File: config.mk
export PLATFORM = sky130hd
export DESIGN_NAME = rv_div_ctrl
export DESIGN_NICKNAME = d
export VERILOG_FILES = /design/src/rtl/rv_div_ctrl_pkg.sv /design/src/rtl/rv_div_prep.sv /design/src/rtl/rv_div_ctrl.sv
export SDC_FILE = /design/constraint.sdc
export NUM_CORES = 1
export LEC_CHECK = 0
export ABC_AREA = 1
export BUFFER_PORTS_ARGS = -buffer_cell sky130_fd_sc_hd__buf_2
export CAP_MARGIN = 10
export CORE_AREA = 5 5 181 183
export DETAILED_ROUTE_END_ITERATION = 7
export DIE_AREA = 0 0 186 188
export HOLD_SLACK_MARGIN = 0.05
export PLACE_DENSITY = 0.72
export SLEW_MARGIN = 20
export SYNTH_ARGS = -nofsm -noshare
export SYNTH_HDL_FRONTEND = slang
export SYNTH_SLANG_ARGS = --single-unit
File: constraint.sdc
create_clock -name clk -period 2.7 [get_ports clk]
set_input_delay 0.27 -clock clk [delete_from_list [all_inputs] [get_ports clk]]
set_output_delay 0.27 -clock clk [all_outputs]
set_load 0.01 [all_outputs]
File: src/rtl/rv_div_ctrl_pkg.sv
// Shared constants, FSM encoding and result formatting for the RV64 divide-unit controller.
package rv_div_ctrl_pkg;

  localparam int XLEN  = 64;
  localparam int TAG_W = 5;

  localparam logic [2:0] DIV_F3  = 3'b100;
  localparam logic [2:0] DIVU_F3 = 3'b101;
  localparam logic [2:0] REM_F3  = 3'b110;
  localparam logic [2:0] REMU_F3 = 3'b111;

  typedef enum logic [4:0] {
    S_IDLE  = 5'b00001,
    S_ISSUE = 5'b00010,
    S_BUSY  = 5'b00100,
    S_DONE  = 5'b01000,
    S_DRAIN = 5'b10000
  } div_state_e;

  function automatic logic f3_is_signed(input logic [2:0] f3);
    return (f3 == DIV_F3) || (f3 == REM_F3);
  endfunction

  function automatic logic f3_is_rem(input logic [2:0] f3);
    return (f3 == REM_F3) || (f3 == REMU_F3);
  endfunction

  // W forms always sign-extend bit 31, including DIVUW/REMUW.
  function automatic logic [XLEN-1:0] fmt_result(input logic [XLEN:0] quo, input logic [XLEN:0] rem,
                                                 input logic is_rem, input logic w);
    logic [XLEN:0] r;
    r = is_rem ? rem : quo;
    return w ? {{(XLEN-32){r[31]}}, r[31:0]} : r[XLEN-1:0];
  endfunction

endpackage

File: src/rtl/rv_div_prep.sv
// Operand extension to XLEN+1 bits, W masking and divide-by-zero / signed-overflow detection.
module rv_div_prep
  import rv_div_ctrl_pkg::*;
(
  input  logic [2:0]      op,
  input  logic            w,
  input  logic [XLEN-1:0] op1,
  input  logic [XLEN-1:0] op2,
  output logic [XLEN:0]   ext_op1,
  output logic [XLEN:0]   ext_op2,
  output logic            is_zero,
  output logic            is_ovf
);

  logic sgn;

  always_comb begin
    sgn = f3_is_signed(op);
    if (w) begin
      ext_op1 = {{(XLEN-31){sgn & op1[31]}}, op1[31:0]};
      ext_op2 = {{(XLEN-31){sgn & op2[31]}}, op2[31:0]};
    end else begin
      ext_op1 = {sgn & op1[XLEN-1], op1};
      ext_op2 = {sgn & op2[XLEN-1], op2};
    end
    is_zero = (ext_op2 == '0);
    // A signed -1 divisor extends to all ones at either width.
    is_ovf  = sgn && (ext_op2 == '1) &&
              (w ? (op1[31:0] == 32'h8000_0000) : (op1 == {1'b1, {(XLEN-1){1'b0}}}));
  end

endmodule

File: src/rtl/rv_div_ctrl.sv
// RV64 M-extension divide controller: resolves special cases locally, otherwise drives the SRT core.
// Optional last-result cache enabled by defining DIV_RESULT_CACHE_EN.
module rv_div_ctrl
  import rv_div_ctrl_pkg::*;
(
  input  logic             clk,
  input  logic             rstn,
  input  logic             req_vld_i,
  output logic             req_rdy_o,
  input  logic [2:0]       req_op_i,
  input  logic             req_w_i,
  input  logic [XLEN-1:0]  req_op1_i,
  input  logic [XLEN-1:0]  req_op2_i,
  input  logic [TAG_W-1:0] req_tag_i,
  input  logic             flush_i,
  output logic             resp_vld_o,
  input  logic             resp_rdy_i,
  output logic [XLEN-1:0]  resp_data_o,
  output logic [TAG_W-1:0] resp_tag_o,
  output logic             core_vld_o,
  output logic [XLEN:0]    core_op1_o,
  output logic [XLEN:0]    core_op2_o,
  input  logic             core_rdy_i,
  input  logic [XLEN:0]    core_quo_i,
  input  logic [XLEN:0]    core_rem_i
);

  div_state_e    state_q, state_d;
  logic [XLEN:0] prep_op1, prep_op2;
  logic          prep_zero, prep_ovf;
  logic          rem_q, w_q, seen_low_q;
  logic          accept, special, cache_hit, capture, core_rise;
  logic [XLEN:0] cache_quo, cache_rem, local_quo, local_rem;

  rv_div_prep u_prep (
    .op      (req_op_i),
    .w       (req_w_i),
    .op1     (req_op1_i),
    .op2     (req_op2_i),
    .ext_op1 (prep_op1),
    .ext_op2 (prep_op2),
    .is_zero (prep_zero),
    .is_ovf  (prep_ovf)
  );

  assign req_rdy_o = (state_q == S_IDLE);
  assign accept    = req_vld_i & req_rdy_o & ~flush_i;
  assign special   = prep_zero | prep_ovf;
  assign core_rise = core_rdy_i & seen_low_q;

`ifdef DIV_RESULT_CACHE_EN
  logic          cache_vld_q, cache_w_q, cache_sgn_q, key_sgn_q;
  logic [XLEN:0] cache_op1_q, cache_op2_q, cache_quo_q, cache_rem_q;

  assign cache_hit = cache_vld_q && (cache_op1_q == prep_op1) && (cache_op2_q == prep_op2) &&
                     (cache_w_q == req_w_i) && (cache_sgn_q == f3_is_signed(req_op_i));
  assign cache_quo = cache_quo_q;
  assign cache_rem = cache_rem_q;

  always_ff @(posedge clk or negedge rstn) begin
    if (!rstn)                  cache_vld_q <= 1'b0;
    else if (state_q == S_DRAIN) cache_vld_q <= 1'b0;
    else if (capture)            cache_vld_q <= 1'b1;
  end

  // NOTE: payload needs no reset; the valid bit alone gates every use of it.
  always_ff @(posedge clk) begin
    if (accept) key_sgn_q <= f3_is_signed(req_op_i);
    if (capture) begin
      cache_op1_q <= core_op1_o;
      cache_op2_q <= core_op2_o;
      cache_w_q   <= w_q;
      cache_sgn_q <= key_sgn_q;
      cache_quo_q <= core_quo_i;
      cache_rem_q <= core_rem_i;
    end
  end
`else
  assign cache_hit = 1'b0;
  assign cache_quo = '0;
  assign cache_rem = '0;
`endif

  // Result available without the core: divide-by-zero, overflow, or a cache hit.
  always_comb begin
    local_quo = '1;
    local_rem = prep_op1;
    if (prep_ovf) begin
      local_quo = prep_op1;
      local_rem = '0;
    end
    if (!special) begin
      local_quo = cache_quo;
      local_rem = cache_rem;
    end
  end

  always_comb begin
    // NOTE: defaults first so every path assigns and no latch is inferred.
    state_d = state_q;
    capture = 1'b0;
    unique case (state_q)
      S_IDLE:  if (accept) state_d = (special || cache_hit) ? S_DONE : S_ISSUE;
      S_ISSUE: begin
        if (flush_i)         state_d = core_rdy_i ? S_DRAIN : S_IDLE;
        else if (core_rdy_i) state_d = S_BUSY;
      end
      S_BUSY: begin
        // A flush landing on the return cycle has nothing left to drain.
        if (core_rise) begin
          capture = ~flush_i;
          state_d = flush_i ? S_IDLE : S_DONE;
        end else if (flush_i) begin
          state_d = S_DRAIN;
        end
      end
      S_DONE:  if (flush_i || resp_rdy_i) state_d = S_IDLE;
      S_DRAIN: if (core_rise) state_d = S_IDLE;
      default: state_d = S_IDLE;
    endcase
  end

  // NOTE: sequential state uses <= so every flop samples pre-edge values.
  always_ff @(posedge clk or negedge rstn) begin
    if (!rstn) begin
      state_q     <= S_IDLE;
      rem_q       <= 1'b0;
      w_q         <= 1'b0;
      seen_low_q  <= 1'b0;
      resp_vld_o  <= 1'b0;
      resp_data_o <= '0;
      resp_tag_o  <= '0;
      core_vld_o  <= 1'b0;
      core_op1_o  <= '0;
      core_op2_o  <= '0;
    end else begin
      state_q    <= state_d;
      core_vld_o <= (state_d == S_ISSUE);
      resp_vld_o <= (state_d == S_DONE);
      if (state_q inside {S_BUSY, S_DRAIN}) seen_low_q <= seen_low_q | ~core_rdy_i;
      else                                  seen_low_q <= 1'b0;
      if (accept) begin
        rem_q      <= f3_is_rem(req_op_i);
        w_q        <= req_w_i;
        resp_tag_o <= req_tag_i;
        core_op1_o <= prep_op1;
        core_op2_o <= prep_op2;
      end
      if (accept && state_d == S_DONE)
        resp_data_o <= fmt_result(local_quo, local_rem, f3_is_rem(req_op_i), req_w_i);
      else if (capture)
        resp_data_o <= fmt_result(core_quo_i, core_rem_i, rem_q, w_q);
    end
  end

endmodule

Word level (Yosys, flattened, before mapping)
Index checks and enable logic that the tools add are counted.
W data, S select, Z words.
{"block": "op_classes", "add_sub_neg": 0, "mul": 0, "n_div": 0, "order_cmp": 0, "eq_ne": 13, "n_shift": 0, "muxes": 27, "bitwise": 11, "n_reduce_logical": 9}
{"op": "$mux W64", "count": 10}
{"op": "$mux W65", "count": 2}
{"op": "$eq A65 B65 Y1 const B", "count": 1}
{"op": "$logic_not A65 Y1", "count": 1}
{"op": "$eq A64 B64 Y1 const B", "count": 1}
{"op": "$mux W5", "count": 8}
{"op": "$eq A32 B32 Y1 const B", "count": 1}
{"op": "$pmux W5 S5", "count": 1}
{"op": "$eq A5 B2 Y1 const B", "count": 2}
{"op": "$eq A5 B4 Y1 const B", "count": 2}
{"op": "$eq A3 B3 Y1 const B", "count": 3}
{"op": "$mux W4", "count": 2}
{"op": "$and A1 B1 Y1", "count": 7}
{"op": "$eq A5 B1 Y1 const B", "count": 1}
{"op": "$eq A5 B3 Y1 const B", "count": 1}
{"op": "$eq A5 B5 Y1 const B", "count": 1}
{"op": "$mux W1", "count": 4}
{"op": "$reduce_bool A2 Y1", "count": 2}
{"op": "$logic_and A1 B1 Y1", "count": 3}
{"op": "$logic_or A1 B1 Y1", "count": 3}
{"op": "$not A1 Y1", "count": 2}
{"op": "$or A1 B1 Y1", "count": 2}
{"block": "word_totals", "register_bits": 209, "latch_bits": 0, "mem_bits_rw": 0, "romBits": 0, "output_inout_bits": 202, "word_cells": 70, "mem_count": 0}

Longest topological paths before layout
Gate-level depths: netlist of run 1.
{"block": "depth", "word_depth": 14, "mapped_depth": 18, "mapped_depth_nobuf": 16}

Cells and area by module
From an unflattened synthesis of run 1, not the netlist that was laid out.
{"block": "unflattened", "hier_cells": 1971, "area_unflattened_um2": 13045.0}
{"mod": "rv_div_ctrl", "n_inst": 1, "cells_each": 1565, "area_each_um2": 11123.2, "seq_area_each_um2": 5231.3}
{"mod": "rv_div_prep", "n_inst": 1, "cells_each": 406, "area_each_um2": 1921.8, "seq_area_each_um2": 0.0}

Least setup slack after synthesis of run 1
Ideal clock, no wire load.
{"block": "synth_path", "kind": "flip-flop to flip-flop", "startpoint": "register state_q[0]", "endpoint": "register core_op2_o[58]", "arrival_time_ns": 2.167, "t_required_ns": 2.559, "path_slack_ns": 0.392, "path_stages_with_launch": 8, "synth_period_minus_slack_ns": 2.308, "cell_sequence": "dfstp_2 > inv_1 > nor4_2 > nand2_1 > nor2_1 > clkbuf_1 > buf_1 > a31oi_1"}
{"block": "synth_between", "elab_chain_len": 3}
{"item": "from (decl)", "line_no": "rv_div_ctrl.sv:28", "source": "div_state_e state_q, state_d;"}
{"item": "from (signal assigned)", "line_no": "rv_div_ctrl.sv:137", "source": "state_q <= state_d;"}
{"item": "$eq A5 B1 Y1", "line_no": "rv_div_ctrl.sv:46", "source": "assign req_rdy_o = (state_q == S_IDLE);"}
{"item": "via req_rdy_o", "line_no": "rv_div_ctrl.sv:9", "source": "output logic req_rdy_o,"}
{"item": "$and A1 B1 Y1 (2 in a row)", "line_no": "rv_div_ctrl.sv:47", "source": "assign accept = req_vld_i & req_rdy_o & ~flush_i;"}
{"item": "to (signal assigned)", "line_no": "rv_div_ctrl.sv:147", "source": "core_op2_o <= prep_op2;"}
{"item": "to (decl)", "line_no": "rv_div_ctrl.sv:22", "source": "output logic [XLEN:0] core_op2_o,"}
The timed path passes the listed nets, and every way through them passes these cells.
A chain may end at the register's enable or synchronous reset.

Worst setup path after layout of run 1
{"block": "layout_path", "startpoint": "input port req_op1_i[13]", "endpoint": "register resp_data_o[57]"}
{"block": "layout_between", "elab_chain_len": 10, "elab_cells_between_ends": 18, "classes_between": "eq/ne: 3; mux: 11; bitwise: 1; reduce/logical: 3"}
{"item": "from (decl)", "line_no": "rv_div_ctrl.sv:12", "source": "input logic [XLEN-1:0] req_op1_i,"}
{"item": "$eq A64 B64 Y1 / $eq A32 B32 Y1 (equally long branches)", "line_no": "rv_div_prep.sv:29", "source": "(w ? (op1[31:0] == 32'h8000_0000) : (op1 == {1'b1, {(XLEN-1){1'b0}}}));"}
{"item": "$mux W1 (*)", "line_no": "rv_div_prep.sv:29"}
{"item": "$logic_and A1 B1 Y1 (*)", "line_no": "rv_div_prep.sv:28", "source": "is_ovf = sgn && (ext_op2 == '1) &&"}
{"item": "$or A1 B1 Y1", "line_no": "rv_div_ctrl.sv:48", "source": "assign special = prep_zero | prep_ovf;"}
{"item": "$mux W4", "line_no": "rv_div_ctrl.sv:103", "source": "S_IDLE: if (accept) state_d = (special || cache_hit) ? S_DONE : S_ISSUE;"}
{"item": "$mux W5", "line_no": "rv_div_ctrl.sv:103"}
{"item": "$pmux W5 S5", "line_no": "rv_div_ctrl.sv:102", "source": "unique case (state_q)"}
{"item": "$eq A5 B4 Y1", "line_no": "rv_div_ctrl.sv:149", "source": "if (accept && state_d == S_DONE)"}
{"item": "$logic_and A1 B1 Y1", "line_no": "rv_div_ctrl.sv:149"}
{"item": "$mux W64 / $reduce_bool A2 Y1 (equally long branches)"}
{"item": "to (signal assigned)", "line_no": "rv_div_ctrl.sv:150", "source": "resp_data_o <= fmt_result(local_quo, local_rem, f3_is_rem(req_op_i), req_w_i);"}
{"item": "to (signal assigned)", "line_no": "rv_div_ctrl.sv:152", "source": "resp_data_o <= fmt_result(core_quo_i, core_rem_i, rem_q, w_q);"}
{"item": "to (decl)", "line_no": "rv_div_ctrl.sv:18", "source": "output logic [XLEN-1:0] resp_data_o,"}
Every way passes the cells marked *; elsewhere a longest branch is shown, timed or not.

==> run_results.csv, run 1 <==
group,metric,value,unit
floorplan,core_area,31100,sq um
setup_path,cp.arrival,2.95,ns
floorplan,chipWidth,186,um
clocking,tritoncts,"done",
yosys,yosysWarnings,0,
detailed_routing,viasPerCell,5.16,
yosys,syn_nets,1804,
final_layout,final_area,15700,sq um
yosys,synth.distinct_cells,29,
placement,hpwl,35100,um
placement,pre_cts_ws,-0.105,ns
yosys,synthesis.instances,1531,
setup_path,cp.required,3.11,ns
clocking,cts-root-buf,"clkbuf_16",
floorplan,die-area,35000,sq um
yosys,synth-seq-cells,209,
placement,gp_congestion,0.920,
final_layout,regArea,5230,sq um
floorplan,fp-row-count,65,
clocking,cts_buffer_depth,3,
setup_path,end_kind,"flip-flop",
global_route,grt_max_degree,82,
clocking,insertion_delay,0.52,ns
pwr,ir_drop,0.000434,V
detailed_routing,drc,0,
global_route,track_usage,0.250,
detailed_routing,postRouteAntennaNets,0,
sta,rsz0062_at_grt,"no",
final_layout,fillers,2997,
yosys,synth.cell_area,11200,sq um
clocking,cts.sinks,209,
placement,port_buffers,472,
floorplan,die_h,188,um
pwr,cellLeakagePower,8.51,nW
detailed_routing,drt_pre_antenna_iters,5,
global_route,antenna_found_initial,1,
clocking,cts_made_buffers,24,
pwr,power_density,786,nW/um^2
global_route,grt_pass1_wl,69300,um
final_layout,finalCoreUtilization,0.506,
floorplan,initial_core_util,0.359,
sta,skew,0.0141,ns
setup_path,critPathKind,"in -> reg",
run_status,status,"completed",
sta,setup_viol,0,
final_layout,multiInputGateArea,5200,sq um
run,maxCapViolCount,0,
detailed_routing,wl,46000,um
sta,drv_slew,0,
sta,hold_ws,0.0749,ns
final_layout,area_growth,40.9,%
yosys,ys_seq_area_frac,0.469,
detailed_routing,wl_per_cell,18.6,um
pwr,power.total,12.4,mW
hold_path,hold_path_class,"in -> reg",
placement,placed_area,14300,sq um
setup_path,crit_path_start_kind,"input port",
sta,max_freq,395,MHz
sta,period_minus_slack,2.53,ns
global_route,grt_pass1_vias,12400,
clocking,clk_pin_slew,0.06,ns
sta,setup_slack,0.167,ns
setup_path,worstPathMaxFanout,17,
final_layout,drive_gt1_frac,0.288,
sta,max-slew-margin-rel,0.538,
floorplan,pin_count,475,
yosys,syn_avg_cell_area,7.29,sq um
sta,worst_slew_pin_slew,0.694,ns
detailed_routing,drtIter0Drc,950,
clocking,cts_max_level,1,
sta,min_period_over_period,0.938,
global_route,grt-ovfl-total,0,
final_layout,layout.nets,2322,
detailed_routing,vias,12700,
sta,hold_violations,0,
-- registers in the layout, indices dropped and copies added, names as in the netlist --
name and flops:
core_op1_o 65, core_op2_o 65, resp_data_o 64, resp_tag_o 5
state_q 5, core_vld_o 1, rem_q 1, resp_vld_o 1
seen_low_q 1, w_q 1
-- power by group --
| group | leakage, nW | switching, mW | internal, mW |
|---|---|---|---|
| Sequential | 2.69 | 0.557 | 4.12 |
| Combinational | 5.43 | 2.66 | 1.74 |
| Clock | 0.387 | 1.35 | 1.93 |
-- cell usage after synthesis --
cell / number / area [sq um]
nand2_2: 5 / 31.3
nand3_1: 54 / 270
o21ai_0: 230 / 1150
o311ai_0: 1 / 8.76
o21ai_1: 9 / 45.0
nor3_1: 10 / 50.1
nand3b_1: 21 / 158
mux2i_1: 30 / 300
o2bb2ai_1: 1 / 8.76
nand2_4: 2 / 22.5
o211ai_1: 4 / 30.0
nand4_1: 19 / 119
inv_2: 8 / 30.0
buf_1: 3 / 11.3
dfrtp_1: 208 / 5200
nand3_2: 1 / 10.0
a211oi_1: 1 / 7.51
or2_2: 2 / 12.5
buf_2: 24 / 120
a21oi_1: 72 / 360
nor4_2: 1 / 12.5
inv_1: 88 / 330
nor4_1: 2 / 12.5
a31oi_1: 28 / 175
nand2_1: 460 / 1730
dfstp_2: 1 / 26.3
nor2_1: 172 / 646
clkbuf_1: 72 / 270
o22ai_1: 2 / 12.5
-- worst paths after layout --
check / from / end / slack (ns) / cells after the start
max: req_op1_i[13] / resp_data_o[57]$_DFFE_PN0P_ / 0.17 / 17
min reg2reg: resp_tag_o[1]$_DFFE_PN0P_ / resp_tag_o[1]$_DFFE_PN0P_ / 0.47 / 2
max reg2reg: state_q[0]$_DFF_PN1_ / resp_data_o[57]$_DFFE_PN0P_ / 0.52 / 10
min: req_op2_i[12] / core_op2_o[12]$_DFFE_PN0P_ / 0.07 / 3
min in group asynchronous: rstn / core_op1_o[0]$_DFFE_PN0P_ / 0.36 / 2
max in group asynchronous: rstn / core_op2_o[5]$_DFFE_PN0P_ / 1.58 / 3
-- metrics by stage --
stage | std cells | setup TNS, ns
floorplan | 1531 | 0
global placement | 2363 | -0.492
detailed placement | 2363 | -1.50
CTS | 2468 | 0
global route | 2469 | 0
finish | 2469 | 0
-- timing repair --
action,in CTS,in global routing
buffers inserted,0,0
resized for setup,0,6
hold buffers,62,0
endpoints found under the setup margin,0,64
endpoints found under the hold margin,137,0
-- critical path, stage by stage --
cell,delay [ns]
dlygate4sd3_1,0.54
buf_2,0.14
nor2_1,0.10
nand3_1,0.08
nor2_1,0.19
nand2_1,0.15
nor2_1,0.17
nand3_1,0.11
nor2_2,0.16
nand2_1,0.13
nand2_4,0.12
nand2_4,0.17
inv_2,0.17
buf_12,0.15
nand3_1,0.12
nand3_1,0.10
nand2_1,0.05
-- cell families after synthesis --
| group | Yosys count | synth area share |
|---|---|---|
| AND/OR/NAND/NOR | 749 | 0.275 |
| buffers and inverters | 195 | 0.0683 |
| AO/OA/AOI/OAI | 348 | 0.161 |
| multiplexers | 30 | 0.0269 |
| flip-flops | 209 | 0.469 |
-- routing by layer --
layer,part of all wire,global-route usage,vias to the layer above
met4,0.043,0.0953,0
met5,0,0,-
li1,-,-,6040
met2,0.49,0.428,621
met1,0.39,0.313,5952
met3,0.078,0.0442,115
-- cell type report --
type | count | area share
diodes | 1 | 0.000159
clock buffers | 34 | 0.0451
clock inverters | 9 | 0.00525
inverters | 96 | 0.0232
multi-input cells | 1127 | 0.331
flip-flops and latches | 209 | 0.333
well taps | 402 | 0.0320
repair buffers | 591 | 0.231
-- placed cells by master (no fill, tap or decap), types with 3 or more instances in the layout --
cell type      instances
a21oi_1               72
a31oi_1               28
buf_12                16
buf_2                471
buf_4                 40
clkbuf_1               4
clkbuf_16             25
clkbuf_8               5
clkinv_2               4
dfrtp_1              207
dlygate4sd3_1         62
inv_1                 88
inv_2                  7
mux2i_1               30
nand2_1              460
nand2_2                4
nand2_4                3
nand3_1               53
nand3b_1              21
nand4_1               19
nor2_1               168
nor2_2                 3
nor3_1                 8
o211ai_1               4
o21ai_0              230
o21ai_1                9
Power figures use the tool's default switching activity.
==> run 2: changes to the inputs <==
--- a/config.mk
+++ b/config.mk
@@ -12,6 +12,7 @@
 export DETAILED_ROUTE_END_ITERATION = 7
 export DIE_AREA = 0 0 186 188
 export HOLD_SLACK_MARGIN = 0.05
+export MAX_ROUTING_LAYER = met4
 export PLACE_DENSITY = 0.72
 export SLEW_MARGIN = 20
 export SYNTH_ARGS = -nofsm -noshare
==> run_results.csv, run 2 (synthesized netlist as in run 1, its figures left out) <==
group,metric,value,unit
global_route,met2_usage,0.425,
detailed_routing,postRouteAntennaNets,0,
sta,min_period_over_period,0.938,
global_route,grt_pass1_wl,68900,um
final_layout,finalCoreUtilization,0.506,
final_layout,fillers,3026,
global_route,grtUsageMet3,0.0398,
floorplan,initial_core_util,0.359,
sta,setup_slack,0.168,ns
setup_path,cp.required,3.15,ns
detailed_routing,drtIter0Drc,1140,
sta,hold_violations,0,
setup_path,worstPathMaxFanout,26,
floorplan,die_h,188,um
clocking,postCtsSetupRepairBufs,0,
pwr,ir_drop,0.000467,V
clocking,clk_pin_slew,0.06,ns
run_status,status,"completed",
sta,rsz0062_at_grt,"no",
floorplan,pin_count,475,
global_route,grt_max_degree,72,
final_layout,layout_common_cells,"471 x buf_2, 460 x nand2_1, 230 x o21ai_0, 207 x dfrtp_1, 169 x nor2_1",
floorplan,core_area,31100,sq um
detailed_routing,drt_pre_antenna_iters,5,
final_layout,area_growth,40.8,%
detailed_routing,vias,12800,
final_layout,drive_gt1_frac,0.285,
clocking,cts_buffer_depth,3,
final_layout,final_cells,2470,
clocking,tritoncts,"done",
detailed_routing,wl,46000,um
global_route,antenna_found_initial,3,
sta,max_freq,395,MHz
sta,skew,0.0117,ns
final_layout,largestRegisters,"core_op1_o x65, core_op2_o x65, resp_data_o x64",
placement,dp_cells,2365,
sta,final.setup.tns,0,ns
floorplan,chipWidth,186,um
setup_path,reg2regPathDepth,7,
sta,worst_slew_pin_slew,0.644,ns
setup_path,reg2reg_slack,0.50,ns
final_layout,multiInputGateArea,5200,sq um
setup_path,crit_path_start_kind,"input port",
placement,pre_cts_ws,-0.0500,ns
floorplan,die-area,35000,sq um
clocking,cts_made_buffers,24,
setup_path,rr_endpoint,"core_op2_o[60]$_DFFE_PN0P_",
floorplan,fp-row-count,65,
detailed_routing,viasPerCell,5.18,
hold_path,holdPathStages,3,
global_route,grt_pass1_vias,12500,
clocking,cts_max_level,1,
sta,drv_slew,0,
global_route,gr-usage-met1,0.316,
placement,gp_congestion,0.948,
clocking,cts-root-buf,"clkbuf_16",
setup_path,worstReg2RegStart,"state_q[0]$_DFF_PN1_",
sta,max-slew-margin-rel,0.570,
placement,port_buffers,472,
placement,hpwl,35100,um
pwr,power_density,784,nW/um^2
global_route,track_usage,0.256,
clocking,cts.sinks,209,
clocking,insertion_delay,0.52,ns
placement,placed_area,14300,sq um
detailed_routing,drc,0,
hold_path,worstHoldStart,"req_op1_i[1]",
setup_path,cp.arrival,2.98,ns
sta,setup_viol,0,
hold_path,hold_end,"core_op1_o[1]$_DFFE_PN0P_",
hold_path,hold_path_class,"in -> reg",
setup_path,end_kind,"flip-flop",
global_route,grt-ovfl-total,0,
global_route,top_usage_layer,"met2",
pwr,cellLeakagePower,8.49,nW
run,maxCapViolCount,0,
final_layout,mostFrequentLayoutCell,"buf_2",
final_layout,layout.nets,2320,
setup_path,critPathKind,"in -> reg",
final_layout,regArea,5230,sq um
sta,period_minus_slack,2.53,ns
final_layout,final_area,15700,sq um
detailed_routing,wl_per_cell,18.6,um
==> run 2: changes by cell type in the layout (fill, tap and decap cells not counted), sizes merged <==
cell         before  now
buf             529  531
bufinv            1    2
clkbuf           34   40
clkinv            5    0
clkinvlp          2    1
diode             1    3
dlygate4sd3      62   58
==> run 2: how the worst max path moves through the flow <==
stage,slack (ns),depth (start not counted),end,startpoint
floorplan,0.39,7,core_op2_o[58]$_DFFE_PN0P_,state_q[0]$_DFF_PN1_
global placement,-0.06,16,resp_data_o[23]$_DFFE_PN0P_,req_w_i
detailed placement,-0.05,15,resp_data_o[23]$_DFFE_PN0P_,req_op_i[0]
CTS,0.07,16,resp_data_o[23]$_DFFE_PN0P_,req_op1_i[13]
global route,0.03,16,resp_data_o[27]$_DFFE_PN0P_,req_op1_i[19]
finish,0.17,18,resp_data_o[37]$_DFFE_PN0P_,req_op2_i[15]
==> run 2: area by class of cell <==
type                            instances  share of cell area
Sequential cell                       209               0.333
Tap cell                              402              0.0320
Multi-Input combinational cell       1127               0.331
Clock buffer                           40              0.0440
Antenna cell                            3            0.000478
Clock inverter                          4             0.00486
Inverter                               96              0.0232
Timing Repair Buffer                  589               0.231
==> run 2: metal layers <==
metal / up-vias / share of wire
met5: - / 0
met4: 0 / 0.039
met3: 117 / 0.074
met2: 608 / 0.49
met1: 6030 / 0.40
li1: 6044 / -
==> run 2: timing repair <==
item,in CTS,in global routing
gates resized for setup,0,5
hold endpoints to repair,124,0
endpoints found under the setup margin,0,45
hold buffers,58,0
==> run 2: metrics by stage <==
step / hold slack [ns] / power (mW)
floorplan: -0.0256 / 6.93
global placement: 0.302 / 8.95
detailed placement: 0.300 / 9.06
CTS: 0.0501 / 12.4
global route: 0.0661 / 13.1
finish: 0.0785 / 12.3
==> run 2: where the power goes <==
group	leakage (nW)	switching (mW)	internal, mW
logic	5.43	2.67	1.74
clock network	0.365	1.31	1.94
registers	2.69	0.555	4.12
==> run 2: worst max-delay path, stage by stage <==
cell,delay [ns]
dlygate4sd3_1,0.54
buf_2,0.14
inv_1,0.07
nand2_1,0.05
nor3_1,0.25
nand2_1,0.11
nor3_1,0.16
nand2_1,0.14
nor2_2,0.17
nand2_1,0.13
nand2_4,0.14
nand2_4,0.13
nand2_2,0.12
inv_2,0.11
buf_12,0.18
nor2_1,0.14
nand2_1,0.07
nand2_1,0.05
==> run 3: changes to the inputs <==
--- a/config.mk
+++ b/config.mk
@@ -13,8 +13,9 @@
 export DIE_AREA = 0 0 186 188
 export HOLD_SLACK_MARGIN = 0.05
 export MAX_ROUTING_LAYER = met4
-export PLACE_DENSITY = 0.72
+export PLACE_DENSITY = 0.79
 export SLEW_MARGIN = 20
 export SYNTH_ARGS = -nofsm -noshare
 export SYNTH_HDL_FRONTEND = slang
+export SYNTH_HIERARCHICAL = 1
 export SYNTH_SLANG_ARGS = --single-unit
==> constraint.sdc (replaced) <==
create_clock -name clk -period 2.7 [get_ports clk]
set_input_delay 0.54 -clock clk [delete_from_list [all_inputs] [get_ports clk]]
set_output_delay 0.54 -clock clk [all_outputs]
set_load 0.01 [all_outputs]
==> run_results.csv, run 3 <==
group,metric,value,unit
run_status,status,"completed",
sta,drv_slew,0,
final_layout,mostFrequentLayoutCell,"nand2_1",
hold_path,holdPathStages,3,
yosys,syn_avg_cell_area,6.62,sq um
sta,hold_ws,0.239,ns
detailed_routing,vias,14200,
yosys,synthTopCellsByArea,"dfrtp_1 40%, nand2_1 25%, nand3_1 7.1%",
floorplan,die_h,188,um
final_layout,layout_common_cells,"855 x nand2_1, 471 x buf_2, 207 x dfrtp_1, 206 x inv_1, 185 x nand3_1",
floorplan,initial_core_util,0.420,
setup_path,worstPathMaxFanout,23,
hold_path,hold_path_class,"in -> reg",
pwr,power_density,758,nW/um^2
sta,setup_viol,0,
yosys,synth.distinct_cells,35,
clocking,postCtsSetupRepairBufs,0,
final_layout,final_area,17100,sq um
sta,max-slew-margin-rel,0.405,
sta,skew,0.00819,ns
yosys,ys_seq_area_frac,0.401,
setup_path,cp.arrival,2.92,ns
placement,hpwl,36800,um
final_layout,area_growth,30.9,%
detailed_routing,drc,0,
global_route,grt_pass1_wl,74600,um
final_layout,largestRegisters,"core_op1_o x65, core_op2_o x65, resp_data_o x64",
setup_path,end_kind,"flip-flop",
final_layout,finalCoreUtilization,0.549,
global_route,track_usage,0.273,
pwr,ir_drop,0.000479,V
yosys,synthArstFlopShare,1.00,
yosys,synth_commonest_cells,"855 x nand2_1, 208 x dfrtp_1, 206 x inv_1",
detailed_routing,drt_pre_antenna_iters,5,
clocking,cts-root-buf,"clkbuf_16",
placement,gp_congestion,0.978,
detailed_routing,wl,48600,um
detailed_routing,drtIter0Drc,1209,
clocking,cts.sinks,209,
sta,max_freq,408,MHz
hold_path,worstHoldStart,"req_tag_i[1]",
global_route,grt-ovfl-total,0,
sta,rsz0062_at_grt,"no",
floorplan,core_area,31100,sq um
floorplan,fp-row-count,65,
setup_path,reg2regPathDepth,8,
floorplan,chipWidth,186,um
setup_path,critPathKind,"in -> reg",
yosys,yosysWarnings,6,
sta,period_minus_slack,2.45,ns
global_route,antenna_found_initial,4,
yosys,syn_nets,2244,
yosys,synthesis.instances,1971,
final_layout,fillers,3051,
yosys,synth.cell_area,13000,sq um
global_route,grt_pass1_vias,13600,
floorplan,pin_count,475,
pwr,cellLeakagePower,10.1,nW
setup_path,worstReg2RegStart,"state_q[0]$_DFF_PN1_",
sta,hold_violations,0,
run,maxCapViolCount,0,
clocking,cts_made_buffers,24,
setup_path,reg2reg_slack,0.70,ns
final_layout,drive_gt1_frac,0.283,
detailed_routing,wl_per_cell,17.0,um
sta,min_period_over_period,0.909,
yosys,synth_edf_count,0,
detailed_routing,postRouteAntennaNets,0,
yosys,synth_top_area_frac,0.399,
global_route,grt_max_degree,120,
clocking,tritoncts,"done",
sta,worst_slew_pin_slew,0.891,ns
yosys,synth_area_leader_cell,"dfrtp_1",
detailed_routing,viasPerCell,4.96,
setup_path,rr_endpoint,"resp_data_o[36]$_DFFE_PN0P_",
yosys,synth-seq-cells,209,
setup_path,cp.required,3.17,ns
floorplan,die-area,35000,sq um
yosys,synth_flop_cell,"dfrtp_1",
placement,placed_area,16200,sq um
hold_path,hold_end,"resp_tag_o[1]$_DFFE_PN0P_",
yosys,synth_most_common_cell,"nand2_1",
setup_path,crit_path_start_kind,"input port",
placement,port_buffers,472,
final_layout,layout.nets,2712,
clocking,cts_max_level,1,
clocking,cts_buffer_depth,3,
clocking,clk_pin_slew,0.06,ns
clocking,insertion_delay,0.53,ns
==> run 3: changes by cell type in the layout (fill, tap and decap cells not counted), sizes merged, moves of 57 or more <==
cell and change:
nand2 +392, dlygate4sd3 -57, nor2 -79, buf +89, inv +116, nand3 +134, a21oi -67, o21ai -71
==> run 3: power by group <==
| group | total (mW) | internal [mW] | switching, mW |
|---|---|---|---|
| clock | 3.62 | 2.26 | 1.36 |
| combinational | 4.61 | 1.76 | 2.85 |
| sequential | 4.72 | 4.09 | 0.621 |
| total | 12.9 | 8.11 | 4.83 |
==> run 3: kinds of logic after synthesis <==
logic type / after synthesis / share of synthesized area
simple gates: 1159 / 0.363
buf+inv: 393 / 0.142
flops: 209 / 0.401
compound gates: 179 / 0.0711
mux: 31 / 0.0238
==> run 3: layout make-up <==
| cell class | instances | area, sq um | area share |
|---|---|---|---|
| sequential | 209 | 5230 | 0.307 |
| timing repair buffer | 621 | 3660 | 0.214 |
| clock inverter | 14 | 231 | 0.0136 |
| multi-input combinational | 1370 | 6000 | 0.351 |
| tap | 402 | 503 | 0.0295 |
| clock buffer | 29 | 639 | 0.0375 |
| inverter | 213 | 800 | 0.0468 |
| antenna | 4 | 10.0 | 0.000586 |
==> run 3: worst max path at each step <==
stage | slack [ns] | depth (start not counted) | from | end
6_report | 0.25 | 16 | req_op2_i[31] | resp_data_o[46]$_DFFE_PN0P_
5_1_grt | 0.05 | 16 | req_op2_i[31] | resp_data_o[51]$_DFFE_PN0P_
4_1_cts | 0.1 | 18 | req_op1_i[29] | resp_data_o[35]$_DFFE_PN0P_
3_5_place_dp | -0.60 | 16 | req_op2_i[31] | resp_data_o[46]$_DFFE_PN0P_
3_3_place_gp | -0.56 | 16 | req_op2_i[31] | resp_data_o[56]$_DFFE_PN0P_
2_1_floorplan | 0.19 | 19 | req_op_i[2] | resp_data_o[38]$_DFFE_PN0P_
==> run 3: repair_timing <==
| item | in CTS | in global routing |
|---|---|---|
| hold endpoints to repair | 15 | 0 |
| endpoints found under the setup margin | 22 | 34 |
| cloned | 0 | 1 |
| pin swaps | 0 | 1 |
| gates resized for setup | 1 | 4 |
| hold buffers | 1 | 0 |
==> run 3: per-stage QoR <==
| step | std cells | power [mW] | worst slack, ns | TNS, ns |
|---|---|---|---|---|
| detailed placement | 2813 | 9.38 | -0.600 | -23.06 |
| finish | 2862 | 12.9 | 0.246 | 0 |
| floorplan | 1971 | 7.25 | 0.186 | 0 |
| CTS | 2857 | 13.1 | 0.0973 | 0 |
| global route | 2862 | 13.8 | 0.0488 | 0 |
| global placement | 2813 | 9.28 | -0.563 | -19.96 |
==> run 3: critical path: stages <==
cell	delay, ns
buf_2	0.12
buf_4	0.14
nor4_1	0.53
nand3_1	0.14
nor2_1	0.15
nand2_1	0.06
nor2_1	0.08
buf_4	0.13
inv_1	0.06
nor2_4	0.46
nand2_1	0.12
nand2_1	0.09
nand3_1	0.07
nand3_1	0.10
nand2_1	0.06
nand2_1	0.06
==> run 3: routing by layer <==
layer | GRT usage | share of wire | vias up
li1 | - | - | 6953
met1 | 0.358 | 0.41 | 6482
met2 | 0.435 | 0.47 | 666
met3 | 0.0462 | 0.088 | 89
met4 | 0.0799 | 0.030 | 0
met5 | - | 0 | -
